### src/rtl/hash_target_scan.sv
// Scans NUM_NONCE H0 words against a difficulty target, tracks the first hit and
// the minimum word, then writes a 3-word result record through the memory port.
module hash_target_scan #(
    parameter int NUM_NONCE = 16
) (
    input  logic        clk,
    input  logic        reset,
    input  logic        start,
    input  logic [15:0] hash_addr,
    input  logic [15:0] result_addr,
    input  logic [31:0] target,
    output logic        done,
    output logic        found,
    output logic [7:0]  first_idx,
    output logic [31:0] min_hash,
    output logic [7:0]  min_idx,
    output logic        mem_clk,
    output logic        mem_we,
    output logic [15:0] mem_addr,
    output logic [31:0] mem_write_data,
    input  logic [31:0] mem_read_data
);

    typedef enum logic [1:0] {
        IDLE  = 2'd0,
        READ  = 2'd1,
        WRITE = 2'd2
    } state_t;

    localparam logic [7:0] LAST = 8'(NUM_NONCE - 1);
    localparam logic [7:0] NN   = 8'(NUM_NONCE);

    state_t      state_q, state_d;
    logic [7:0]  offset_q, offset_d;
    logic [7:0]  cnt_q, cnt_d;
    logic [7:0]  first_idx_q, first_idx_d;
    logic [7:0]  min_idx_q, min_idx_d;
    logic        found_q, found_d;
    logic        done_q, done_d;
    logic        mem_we_q, mem_we_d;
    logic [31:0] target_q, target_d;
    logic [31:0] min_hash_q, min_hash_d;
    logic [31:0] wdata_q, wdata_d;
    logic [7:0]  idx;
    logic [15:0] base;

    always_ff @(posedge clk or posedge reset) begin
        if (reset) begin
            state_q     <= IDLE;
            offset_q    <= 8'd0;
            cnt_q       <= 8'd0;
            first_idx_q <= 8'd0;
            min_idx_q   <= 8'd0;
            found_q     <= 1'b0;
            done_q      <= 1'b0;
            mem_we_q    <= 1'b0;
            target_q    <= 32'd0;
            min_hash_q  <= 32'hFFFF_FFFF;
            wdata_q     <= 32'd0;
        end else begin
            state_q     <= state_d;
            offset_q    <= offset_d;
            cnt_q       <= cnt_d;
            first_idx_q <= first_idx_d;
            min_idx_q   <= min_idx_d;
            found_q     <= found_d;
            done_q      <= done_d;
            mem_we_q    <= mem_we_d;
            target_q    <= target_d;
            min_hash_q  <= min_hash_d;
            wdata_q     <= wdata_d;
        end
    end

    always_comb begin
        state_d = state_q;
        case (state_q)
            IDLE:    if (start) state_d = READ;
            READ:    if (cnt_q == NN) state_d = WRITE;
            WRITE:   if (cnt_q == 8'd3) state_d = IDLE;
            default: state_d = IDLE;
        endcase
    end

    // In READ, cnt_q = k+1 on the edge that captures word k (one-cycle memory latency).
    always_comb begin
        offset_d    = offset_q;
        cnt_d       = cnt_q;
        first_idx_d = first_idx_q;
        min_idx_d   = min_idx_q;
        found_d     = found_q;
        done_d      = 1'b0;
        mem_we_d    = 1'b0;
        target_d    = target_q;
        min_hash_d  = min_hash_q;
        wdata_d     = wdata_q;
        idx         = cnt_q - 8'd1;
        case (state_q)
            IDLE: begin
                if (start) begin
                    target_d    = target;
                    found_d     = 1'b0;
                    first_idx_d = 8'd0;
                    min_hash_d  = 32'hFFFF_FFFF;
                    min_idx_d   = 8'd0;
                    offset_d    = 8'd0;
                    cnt_d       = 8'd0;
                end
            end
            READ: begin
                if (offset_q != LAST) offset_d = offset_q + 8'd1;
                cnt_d = cnt_q + 8'd1;
                if (cnt_q != 8'd0) begin
                    if (mem_read_data < target_q && !found_q) begin
                        found_d     = 1'b1;
                        first_idx_d = idx;
                    end
                    if (cnt_q == 8'd1 || mem_read_data < min_hash_q) begin
                        min_hash_d = mem_read_data;
                        min_idx_d  = idx;
                    end
                end
                if (cnt_q == NN) begin
                    offset_d = 8'd0;
                    cnt_d    = 8'd0;
                end
            end
            WRITE: begin
                if (cnt_q < 8'd3) begin
                    mem_we_d = 1'b1;
                    offset_d = cnt_q;
                    cnt_d    = cnt_q + 8'd1;
                    case (cnt_q)
                        8'd0:    wdata_d = {found_q, 23'd0, first_idx_q};
                        8'd1:    wdata_d = min_hash_q;
                        default: wdata_d = {24'd0, min_idx_q};
                    endcase
                end else begin
                    done_d = 1'b1;
                end
            end
            default: ;
        endcase
    end

    always_comb begin
        base     = (state_q == WRITE) ? result_addr : hash_addr;
        mem_addr = base + {8'd0, offset_q};
    end

    assign mem_clk        = clk;
    assign mem_we         = mem_we_q;
    assign mem_write_data = wdata_q;
    assign done           = done_q;
    assign found          = found_q;
    assign first_idx      = first_idx_q;
    assign min_hash       = min_hash_q;
    assign min_idx        = min_idx_q;

endmodule

### config.mk
export PLATFORM = sky130hd
export DESIGN_NAME = hash_target_scan
export DESIGN_NICKNAME = d
export VERILOG_FILES = /design/src/rtl/hash_target_scan.sv
export SDC_FILE = /design/constraint.sdc
export NUM_CORES = 1
export LEC_CHECK = 0
export CAP_MARGIN = 20
export CORE_MARGIN = 2
export CORE_UTILIZATION = 60
export DETAILED_ROUTE_END_ITERATION = 16
export DONT_BUFFER_PORTS = 1
export PLACE_DENSITY_LB_ADDON = 0.3
export SYNTH_ARGS = -nofsm -noshare
export SYNTH_HDL_FRONTEND = slang
export SYNTH_SLANG_ARGS = --single-unit
### constraint.sdc
create_clock -name clk -period 8.3 [get_ports clk]
set_input_delay 0.83 -clock clk [delete_from_list [all_inputs] [get_ports clk]]
set_output_delay 0.83 -clock clk [all_outputs]
set_load 0.03 [all_outputs]
==> impl_metrics.env <==
export IMPL_status="complete, no violations"
export IMPL_wl_met2_um=9830
export IMPL_yosysSeqAreaShare_pct=42.0
export IMPL_maxSlewHeadroom_pct=38.8
export IMPL_rsz0062_at_grt="no"
export IMPL_fin_skew_ns=0.00750
export IMPL_synth_fp_nets=986
export IMPL_hold_slack_ns=0.323
export IMPL_hpwl_um=14900
export IMPL_ios=199
export IMPL_synth_edf_count=0
export IMPL_syn_avg_cell_area_um2=9.93
export IMPL_wl_per_cell_um=20.3
export IMPL_drc=0
export IMPL_synth_xor_area_share_pct=2.40
export IMPL_dp_slack_ns=3.32
export IMPL_cts_resized=0
export IMPL_die_h_um=120
export IMPL_crit_type="clk -> out"
export IMPL_vias=6239
export IMPL_cts_setup_buffers=0
export IMPL_path_max_fanout=2
export IMPL_avgViaCountPerCell=6.30
export IMPL_drv_slew=0
export IMPL_drive_gt1_share_pct=14.9
export IMPL_fill_cells=1012
export IMPL_synth_top_family_by_area="compound AO/OA/AOI/OAI gates"
export IMPL_clock_sinks=133
export IMPL_postSynth_asyncResetShare_pct=100
export IMPL_grt_max_degree=75
export IMPL_finalSetupViolations=0
export IMPL_reg2regPathDepth=10
export IMPL_ys_flop_type="dfrtp_1"
export IMPL_cp_arrival_ns=4.15
export IMPL_grt_pass1_vias=6456
export IMPL_ant_nets=0
export IMPL_cts_buffer_depth=2
export IMPL_synth_seq_cells=133
export IMPL_drtIter0Drc=378
export IMPL_final_common_cell="dfrtp_1"
export IMPL_critPathLaunchType="clock port"
export IMPL_pwr_density_cell_mw_per_mm2=406
export IMPL_synth_compound_area_share_pct=14.9
export IMPL_ys_types=58
export IMPL_start_util_pct=61.0
export IMPL_grt_pass1_wl_um=32100
export IMPL_dr_pass1_iters=5
export IMPL_end_kind="output port"
export IMPL_mostFrequentLayoutCells="101 x dfrtp_1, 89 x inv_1, 79 x ha_1"
export IMPL_hold_viol=0
export IMPL_synth_adder_area_share_pct=12.6
export IMPL_root_buffer="clkbuf_16"
export IMPL_yosysWarnings=0
export IMPL_antenna_found_initial=1
export IMPL_grt_overflow=0
export IMPL_die_width_um=120
export IMPL_placed_area_mm2=0.00811
export IMPL_rr_endpoint="min_idx[4]$_DFFE_PP0P_"
export IMPL_netlist_area_mm2=0.00801
export IMPL_core_area_mm2=0.0131
export IMPL_synthSimpleGateAreaFrac_pct=11.3
export IMPL_cts_tree="done"
export IMPL_numCtsBuffers=17
export IMPL_drv_cap=0
export IMPL_muxShareOfSynthArea_pct=10.4
export IMPL_clk_insertion_delay_late_ns=0.42
export IMPL_cts_max_level=4
export IMPL_worst_pin_slew_ns=0.909
export IMPL_fin_nets=981
export IMPL_stdcell_area_mm2=0.00870
export IMPL_area_delta_synth_final_pct=8.62
export IMPL_rr_startpoint="min_hash[2]$_DFFE_PP1P_"
export IMPL_hp_class="in -> async"
export IMPL_cp_required_ns=7.47
export IMPL_vdd_ir_drop_max_uv=219
export IMPL_tns_ns=0
export IMPL_path_clk_slew_ns=0.06
export IMPL_diodes=0
export IMPL_syn_inst=807
export IMPL_grt_usage_pct=28.9
export IMPL_io_buffers=0
export IMPL_p_leak_nw=4.26
export IMPL_met3_length_um=1710
export IMPL_cts_hold_buf=0
export IMPL_place_congestion=0.833
export IMPL_top_layer="met5"
export IMPL_setup_ws_ns=3.32
export IMPL_drt_met1_wl_um=7770
export IMPL_rows=42
export IMPL_dieArea_mm2=0.0143
export IMPL_final_core_util_pct=66.3
export IMPL_r2r_slack_ns=4.99
export IMPL_wl_um=20100
[cells in the mapped netlist, drive strengths merged, types with 2 or more instances]
| cell type | instances | area, µm² |
|---|---|---|
| nor2b | 7 | 43.8 |
| xnor2 | 16 | 140 |
| nand3 | 23 | 125 |
| nor3 | 6 | 30.0 |
| inv | 90 | 338 |
| o2111ai | 2 | 17.5 |
| dfstp | 32 | 841 |
| nor2 | 66 | 250 |
| or2 | 2 | 12.5 |
| o21ai | 48 | 244 |
| a21oi | 48 | 252 |
| o22ai | 9 | 56.3 |
| nand3b | 2 | 15.0 |
| and3 | 6 | 37.5 |
| o31ai | 4 | 30.0 |
| a31oi | 5 | 46.3 |
| a21o | 5 | 37.5 |
| buf | 17 | 121 |
| or3 | 3 | 18.8 |
| xor2 | 6 | 52.6 |
| o32ai | 2 | 17.5 |
| a221o | 5 | 50.1 |
| a32oi | 4 | 35.0 |
| and2 | 2 | 12.5 |
| a22oi | 2 | 15.0 |
| nand2b | 6 | 37.5 |
| mux2 | 40 | 450 |
| clkbuf | 15 | 56.3 |
| nor4 | 6 | 58.8 |
| mux2i | 38 | 380 |
| nand4 | 7 | 43.8 |
| nand2 | 56 | 213 |
| dfrtp | 101 | 2530 |
| a22o | 31 | 272 |
| a211oi | 4 | 30.0 |
| o22a | 2 | 17.5 |
| ha | 79 | 988 |
[area by class of cell]
cell class                 instances  area, µm²  share of cell area, %
clock buffer                      21        450                   5.17
clock inverter                    10        133                   1.52
inverter                          90        343                   3.94
multi-input combinational        552       4130                   47.4
sequential                       133       3370                   38.7
tap                              176        220                   2.53
timing repair buffer               8       60.1                  0.690
[power breakdown]
part	switching (mW)	internal (mW)
clock network	0.276	0.476
logic	0.814	0.537
registers	0.493	0.941
total	1.58	1.95
[cells by family after synthesis]
group                      Yosys count
adders and majority gates           80
DFF                                133
buffers and inverters              122
muxes                               78
xor gates and xnor gates            22
and+or+nand+nor                    193
AOI/OAI and AO/OA                  179
[worst max path at each step]
stage                    to  start  cells past startpoint  slack [ns]
floorplan           mem_clk    clk                      1        3.18
global placement    mem_clk    clk                      0        3.32
detailed placement  mem_clk    clk                      0        3.32
CTS                 mem_clk    clk                      0        3.32
global route        mem_clk    clk                      0        3.32
finish              mem_clk    clk                      0        3.32
[routing by layer]
metal	track usage (%)	vias to the layer above
met3	9.08	56
met1	32.7	3056
met4	14.5	2
met2	49.4	300
li1	-	2825
met5	0	-
[flip-flops by register name, indices dropped and copies added, names as in the netlist]
| register | flops |
|---|---|
| mem_write_data | 32 |
| min_idx | 8 |
| state_q | 2 |
| cnt_q | 8 |
| min_hash | 32 |
| mem_we | 1 |
| found | 1 |
| target_q | 32 |
| offset_q | 8 |
| first_idx | 8 |
| done | 1 |
[per-stage QoR]
stage                     std cells  total power, mW
after floorplan                 807             2.48
after global placement          958             2.69
after detailed placement        958             2.78
after CTS                       989             3.54
after global routing            990             3.75
final                           990             3.54
(Power assumes the default switching activity.)
